===== config.mk =====
export PLATFORM = sky130hd
export DESIGN_NAME = temporizador_int
export DESIGN_NICKNAME = d
export VERILOG_FILES = /design/src/rtl/temporizador_int.sv
export SDC_FILE = /design/constraint.sdc
export NUM_CORES = 1
export LEC_CHECK = 0
export CORE_AREA = 2 2 83 117
export DETAILED_ROUTE_END_ITERATION = 6
export DIE_AREA = 0 0 85 119
export GPL_TIMING_DRIVEN = 0
export PLACE_DENSITY = 0.75
export SLEW_MARGIN = 20
export SYNTH_ARGS = -nofsm -noshare
export SYNTH_HDL_FRONTEND = slang
export SYNTH_SLANG_ARGS = --single-unit
export TNS_END_PERCENT = 50

===== constraint.sdc =====
create_clock -name clk -period 3.8 [get_ports clk]
set_clock_uncertainty 0.05 [all_clocks]
set_input_delay 0.76 -clock clk [delete_from_list [all_inputs] [get_ports clk]]
set_output_delay 0.76 -clock clk [all_outputs]
set_load 0.03 [all_outputs]

===== src/rtl/temporizador_int.sv =====
// -----------------------------------------------------------------------------
// temporizador_int
//
// A memory-mapped interval timer combined with an external interrupt
// collector. It exposes a four-word register window at BASE:
//   BASE+0 CTRL   : bit0 EN, bit1 AUTO, bits[12:8] MASK
//                   (bits 8..7+N_EXT gate the external lines, bit12 the timer)
//   BASE+1 PRESC  : prescaler reload value, so one tick = PRESC+1 cycles
//   BASE+2 RELOAD : tick count reload value, so expiry = RELOAD+1 ticks
//   BASE+3 STATUS : bits[N_EXT-1:0] external pending, bit4 timer pending;
//                   a write of 1 to a bit clears it (W1C)
// Addresses outside the window read as 0 and ignore writes.
//
// Ports
//   clk          rising-edge clock
//   reset        asynchronous, active-low; clears every register
//   we           bus write strobe
//   direcciones  bus address
//   datos_in     bus write data
//   datos_out    combinational read data for the addressed register
//   ext_int      asynchronous external interrupt requests (N_EXT lines)
//   ack          one-hot acknowledge from the datapath (bit i clears pending i)
//   int_e        pending & mask; bits above the implemented lines are 0
//
// Configuration
//   TEMPORIZADOR_SYNC2_EN defined   : 2-flop synchronizer, an ext_int rise
//                                     reaches pending after 3 clock edges.
//   TEMPORIZADOR_SYNC2_EN undefined : 1-flop synchronizer, 2 clock edges.
// -----------------------------------------------------------------------------
module temporizador_int #(
  parameter logic [15:0] BASE  = 16'hFF00,
  parameter int          N_EXT = 4
) (
  input  logic             clk,
  input  logic             reset,
  input  logic             we,
  input  logic [15:0]      direcciones,
  input  logic [15:0]      datos_in,
  output logic [15:0]      datos_out,
  input  logic [N_EXT-1:0] ext_int,
  input  logic [7:0]       ack,
  output logic [7:0]       int_e
);

  typedef enum logic {
    IDLE = 1'b0,
    RUN  = 1'b1
  } state_t;

  // Lines that physically exist among the four external slots.
  localparam logic [3:0]  EXT_MASK   = 4'((1 << N_EXT) - 1);
  // Only EN, AUTO and the implemented MASK bits are storable in CTRL.
  localparam logic [15:0] CTRL_WMASK = {3'b000, 1'b1, EXT_MASK, 6'b000000, 2'b11};
  localparam logic [4:0]  PEND_MASK  = {1'b1, EXT_MASK};

  state_t      state_q, state_d;

  logic [15:0] ctrl_q,   ctrl_d;
  logic [15:0] presc_q;
  logic [15:0] reload_q;
  logic [15:0] pcnt_q,   pcnt_d;
  logic [15:0] cnt_q,    cnt_d;
  logic [4:0]  pend_q,   pend_d;
  logic [4:0]  pend_set, pend_clr;

  logic [15:0] offset;
  logic        hit;
  logic        wr_ctrl, wr_presc, wr_reload, wr_status;
  logic        expire;

  logic [N_EXT-1:0] ext_sync;
  logic [N_EXT-1:0] ext_prev;
  logic [N_EXT-1:0] ext_rise;

  // ack[7:5] have no interrupt source behind them.
  logic unused_ack;
  assign unused_ack = ^ack[7:5];

  // ---------------------------------------------------------------------------
  // Address decode
  // ---------------------------------------------------------------------------
  // A modular offset makes BASE-1 land on 16'hFFFF, which is outside the window.
  assign offset    = direcciones - BASE;
  assign hit       = (offset < 16'd4);
  assign wr_ctrl   = we & hit & (offset[1:0] == 2'd0);
  assign wr_presc  = we & hit & (offset[1:0] == 2'd1);
  assign wr_reload = we & hit & (offset[1:0] == 2'd2);
  assign wr_status = we & hit & (offset[1:0] == 2'd3);

  always_comb begin
    datos_out = 16'h0000;
    if (hit) begin
      case (offset[1:0])
        2'd0:    datos_out = ctrl_q;
        2'd1:    datos_out = presc_q;
        2'd2:    datos_out = reload_q;
        default: datos_out = {11'b0, pend_q};
      endcase
    end
  end

  // ---------------------------------------------------------------------------
  // External line synchronizer, stage p0 (and p1 when two flops are used)
  // ---------------------------------------------------------------------------
`ifdef TEMPORIZADOR_SYNC2_EN
  logic [N_EXT-1:0] ext_sync_p0;
  logic [N_EXT-1:0] ext_sync_p1;

  always_ff @(posedge clk or negedge reset) begin
    if (!reset) begin
      ext_sync_p0 <= '0;
      ext_sync_p1 <= '0;
    end else begin
      ext_sync_p0 <= ext_int;
      ext_sync_p1 <= ext_sync_p0;
    end
  end

  assign ext_sync = ext_sync_p1;
`else
  logic [N_EXT-1:0] ext_sync_p0;

  always_ff @(posedge clk or negedge reset) begin
    if (!reset) begin
      ext_sync_p0 <= '0;
    end else begin
      ext_sync_p0 <= ext_int;
    end
  end

  assign ext_sync = ext_sync_p0;
`endif

  // ---------------------------------------------------------------------------
  // Edge detect against the previous synchronized value
  // ---------------------------------------------------------------------------
  always_ff @(posedge clk or negedge reset) begin
    if (!reset) begin
      ext_prev <= '0;
    end else begin
      ext_prev <= ext_sync;
    end
  end

  // Only a rising edge requests service, so a held level fires once.
  assign ext_rise = ext_sync & ~ext_prev;

  // ---------------------------------------------------------------------------
  // Timer next-state and counters
  // ---------------------------------------------------------------------------
  always_comb begin
    ctrl_d = ctrl_q;
    pcnt_d = pcnt_q;
    cnt_d  = cnt_q;
    expire = 1'b0;

    if (state_q == RUN) begin
      if (pcnt_q == 16'd0) begin
        // Prescaler wrap: one tick of the main counter.
        pcnt_d = presc_q;
        if (cnt_q == 16'd0) begin
          expire = 1'b1;
          if (ctrl_q[1]) begin
            cnt_d = reload_q;
          end else begin
            ctrl_d[0] = 1'b0;
          end
        end else begin
          cnt_d = cnt_q - 16'd1;
        end
      end else begin
        pcnt_d = pcnt_q - 16'd1;
      end
    end

    // A software CTRL write overrides the hardware EN clear above.
    if (wr_ctrl) begin
      ctrl_d = datos_in & CTRL_WMASK;
      if (!datos_in[0]) begin
        // Disabling freezes the counters where they stand.
        pcnt_d = pcnt_q;
        cnt_d  = cnt_q;
      end else if ((state_q == IDLE) || (expire && !ctrl_q[1])) begin
        // Fresh start (either from IDLE or rescuing a one-shot expiry).
        pcnt_d = presc_q;
        cnt_d  = reload_q;
      end
    end

    state_d = ctrl_d[0] ? RUN : IDLE;
  end

  always_ff @(posedge clk or negedge reset) begin
    if (!reset) begin
      state_q <= IDLE;
    end else begin
      state_q <= state_d;
    end
  end

  always_ff @(posedge clk or negedge reset) begin
    if (!reset) begin
      ctrl_q   <= 16'h0000;
      presc_q  <= 16'h0000;
      reload_q <= 16'h0000;
      pcnt_q   <= 16'h0000;
      cnt_q    <= 16'h0000;
    end else begin
      ctrl_q <= ctrl_d;
      pcnt_q <= pcnt_d;
      cnt_q  <= cnt_d;
      // New values are picked up only at the next reload of the counters.
      if (wr_presc) begin
        presc_q <= datos_in;
      end
      if (wr_reload) begin
        reload_q <= datos_in;
      end
    end
  end

  // ---------------------------------------------------------------------------
  // Pending register
  // ---------------------------------------------------------------------------
  always_comb begin
    pend_set             = 5'b00000;
    pend_set[N_EXT-1:0]  = ext_rise;
    pend_set[4]          = expire;
  end

  assign pend_clr = ack[4:0] | (wr_status ? datos_in[4:0] : 5'b00000);

  // Set is applied after clear so a simultaneous event is never lost.
  assign pend_d = ((pend_q & ~pend_clr) | pend_set) & PEND_MASK;

  always_ff @(posedge clk or negedge reset) begin
    if (!reset) begin
      pend_q <= 5'b00000;
    end else begin
      pend_q <= pend_d;
    end
  end

  // Straight AND of registered bits keeps int_e glitch-free and zero in reset.
  assign int_e = {3'b000, pend_q & {ctrl_q[12], ctrl_q[11:8]}};

endmodule


Word-level counts from Yosys, hierarchy flattened
Cells that the tools add are included.

storage, ports and cells
  flip-flop bits (word level) = 85
  input bits = 47
  output and inout bits = 24

cells by class
  $add $sub $neg = 3
  $lt $le $gt $ge = 1
  equal/unequal tests = 4
  multiplexer cells = 24
  bitwise operators = 13
  reductions and logical operators = 6

operators with widths
  cell                      count
  $mux W16                  13
  $pmux W16 S3              1
  $logic_not A16 Y1         2
  $sub A16 B1 Y16 const B   2
  $lt A16 B3 Y1 const B     1
  $sub A16 B16 Y16 const B  1
  $and A5 B5 Y5             2
  $or A5 B5 Y5              2
  $mux W1                   9
  $and A1 B1 Y1             5
  $mux W5                   1
  $not A5 Y5                1
  $and A4 B4 Y4             1
  $eq A2 B2 Y1 const B      2
  $not A4 Y4                1
  $eq A2 B1 Y1 const B      1
  $logic_not A2 Y1          1
  $ne A2 B2 Y1 const B      1
  $logic_and A1 B1 Y1       1
  $logic_not A1 Y1          1
  $logic_or A1 B1 Y1        1
  $not A1 Y1                1

Logic depth before layout (Yosys ltp)
  word-level depth = 9
  mapped depth = 10
  depth with buffers taken out = 8

Worst setup path after synthesis
OpenSTA, ideal clock, no wires.

  path kind = input to output
  start point = input direcciones[0]
  end point = output datos_out[13]
  arrival = 2.428 ns
  data required time = 2.990 ns
  path slack = 0.562 ns
  cell stages on the path = 6
  buffers on the path = 3
  path through = clkbuf_1 -> buf_1 -> nor2b_1 -> clkbuf_1 -> a22oi_1 -> nor2_1

on the way
  longest elaborated chain between the ends = 4
  elaborated cells on any way between the ends = 7

ends and longest elaborated chain
  what                                                   RTL line  text
  start, declared                                        37        input logic [15:0] direcciones,
  $sub A16 B16 Y16 *                                     83        assign offset = direcciones - BASE;
  branches (longest 2 deep; another with $lt A16 B3 Y1)  n/a
  $mux W16 *                                             92        if (hit) begin
  end, declared                                          39        output logic [15:0] datos_out,

Mark *: on every way between the ends.

Worst setup path in the final report
  start point = input direcciones[14]
  end point = output datos_out[12]

on the way
  longest elaborated chain between the ends = 3

ends and longest elaborated chain
  what              RTL line  text
  $sub A16 B16 Y16  83
  $lt A16 B3 Y1     84        assign hit = (offset < 16'd4);
  $mux W16          92

No other way between the ends.

==> qor.yml <==
outcome: "finished, final reports clean"
synth_top_area_share_pct: 43.33
final_common_cell: "dfrtp_1"
dr.pass1.iters: 5
grt_pass1_wl_mm: 24.80
hp-class: "in -> async"
antenna_left: 0
die-area_mm2: 0.01012
cts_tree: "built"
hold_viol_final: 0
synth_edf_count: 0
end_kind: "output port"
reg2reg_slack_ns: 0.54
port_buffers: 64
grt_max_degree: 57
p_int_uw: 1778
drtIter0Drc: 355
chipHeight_um: 119
switching_share_pct: 29.11
max_slew_margin_pct: 42.47
synthArstFlopShare_pct: 100.0
fp-row-count: 42
synth_warnings: 0
irDropWorstVdd_mv: 0.3225
synth_cell_types: 63
cp.arrival_ns: 2.83
layout_common_cells: "dfrtp_1, nand2_1, nor2_1"
hpwl_mm: 11.20
cts_max_level: 3
ys_top_cells_by_area: "dfrtp_1, mux2_2, nand2_1"
area_growth_pct: 23.70
wl_per_cell_um: 20.39
min_period_over_period_pct: 95.80
path_cells: "clkdlybuf4s50_1 -> nor4bb_2 -> nand4_1 -> clkbuf_1 -> buf_2 -> nor2_1 -> dlygate4sd2_1"
fin_util_pct: 65.25
multi_input_area_mm2: 0.002531
clkPwrFrac_pct: 38.1
register_area_mm2: 0.002102
drive_gt1_share_pct: 10.39
antenna_found_initial: 0
seqPwrFrac_pct: 43.8
combPwrFrac_pct: 18.1
netlist_area_mm2: 0.004851
drc: 0
tightest_slew_ns: 0.8563
grt_overflow: 0
power_leakage_uw: 0.002647
fin_setup_tns_ns: 0
diodes: 0
grt_pass1_vias: 4868
gr-usage-all-layers_pct: 31.37
critPathSlowestCell: "clkdlybuf4s50_1"
synth_area_per_cell_um2: 8.772
synth_top_area_cell: "dfrtp_1"
power_switching_uw: 730.3
place_congestion: 0.9529
die_x_um: 85
max_stage_delay_ns: 0.46
max-cap-violations: 0
rsz0062_at_grt: "no"
core_mm2: 0.009196
synth_flop_cell: "dfrtp_1"
setup.worst_path.start_class: "primary input"
final-setup-viol-count: 0
clock_sink_count: 84
nFillCells: 783
start_util_pct: 52.75
path_max_fanout: 10
seq_area_frac_synth_pct: 43.33
io_pins: 71
worstPathRequired_ns: 2.99
crit_type: "in -> out"
clk_path_buf_depth: 2
clock_latency_ns: 0.34
min_period_ns: 3.640
ys_seq_elements: 84
nNetsFinal: 680
viasPerCell: 6.348
num_vias: 4729
clkTransAtPathRegs_ns: 0.06
holdBufCountCts: 0
cts_root_buffer: "clkbuf_16"
fmax_mhz: 274.7
cts_buffers: 9
post_synth_inst_count: 553
p_per_area_mw_per_mm2: 418.0
maxSlewViolCount: 0
wirelength_mm: 15.19
stage by stage:
stage	std cells	hold WS [ns]	cell area (µm²)	setup slack (ns)	total power, µW
4_1_cts	745	0.3154	5977	0.01736	2504
3_5_place_dp	730	0.3196	5662	-0.8799	1551
6_report	745	0.2963	6001	0.1598	2508
5_1_grt	745	0.3376	6001	0.004680	2617
3_3_place_gp	729	0.3091	5637	-1.180	1533
2_1_floorplan	555	0.3037	4858	0.5623	1379
critical path, delay by kind of cell:
family	cells	cell delay (ns)
buffers and inverters	4	1.44
AND/OR/NAND/NOR	3	0.63
power by group through the flow:
stage | clock network [µW] | logic, µW | registers [µW]
floorplan | 0 | 299 | 1080
global placement | 0 | 426 | 1110
detailed placement | 0 | 443 | 1110
CTS | 964 | 447 | 1090
global route | 996 | 509 | 1110
finish | 957 | 453 | 1100
final timing paths:
path                                             from                    end  cells after the start
min in group clk                ext_sync[3]$_DFF_PN0_  ext_prev[3]$_DFF_PN0_                      0
max in group asynchronous                       reset  pcnt_q[9]$_DFFE_PN0P_                      2
worst max register to register   cnt_q[0]$_DFFE_PN0P_   cnt_q[3]$_DFFE_PN0P_                      9
worst min-delay path                            reset   cnt_q[4]$_DFFE_PN0P_                      1
worst max-delay path                  direcciones[14]          datos_out[12]                      7
worst min register to register  ext_sync[3]$_DFF_PN0_  ext_prev[3]$_DFF_PN0_                      0
sequential cells by signal, summed over array words and instances (netlist names):
signal,cells
presc_q,16
ext_prev,4
ext_sync,4
pcnt_q,16
reload_q,16
cnt_q,16
pend_q,5
ctrl_q,7
cell usage after synthesis, types with 2 or more instances:
library cell,number
a2bb2oi_1,2
buf_4,3
mux2i_1,6
o21a_1,4
buf_1,3
o41ai_1,3
nand3_1,11
o2111ai_1,2
mux2_2,26
inv_1,22
clkbuf_1,25
dfrtp_1,84
a22oi_1,9
o21ai_0,45
nand2_1,63
buf_6,2
nand2b_1,5
mux4_2,2
and2_1,9
o31ai_1,3
a21o_1,2
and4_1,3
nor4_1,4
a211oi_1,9
or3_1,8
nor2b_1,7
o22ai_1,10
o31a_1,2
or4_1,4
nor4b_1,4
a221oi_1,2
and4b_1,2
o211ai_1,3
nor3_1,20
a31oi_1,4
ha_1,3
nor2_1,58
nand4_1,8
a21oi_1,47
routing by layer:
layer	routed length (µm)	up-vias	track usage [%]	part of all wire, %
met2	7729	224	54.00	51
li1	-	2165	-	-
met1	5810	2288	36.82	38
met5	0	-	0	0
met4	775	0	17.16	5.1
met3	878	52	4.920	5.8
timing repair:
action / CTS / global route
gates cloned: 0 / 0
setup buffers: 0 / 0
gates resized for setup: 16 / 8
setup endpoints to repair: 14 / 25
final cells by class:
cell class	count	share of cell area [%]
Multi-Input combinational cell	415	42.18
Sequential cell	84	35.03
Timing Repair Buffer	65	11.03
Clock buffer	10	3.982
Buffer	33	2.669
Tap cell	110	2.294
Clock inverter	6	1.439
Inverter	22	1.376
cells by family (layout without fill, tap and decap cells):
kind of cell	Yosys count	in the layout	share of synthesized area, %
fa+ha+maj	3	3	0.7739
simple gates	213	213	21.77
buf+inv	56	136	4.901
xor+xnor	1	1	0.1806
flops	84	84	43.33
other cells	1	3	0.07731
mux	34	34	8.202
compound gates	161	161	20.76
No activity file was read; power rests on OpenSTA's default activity.
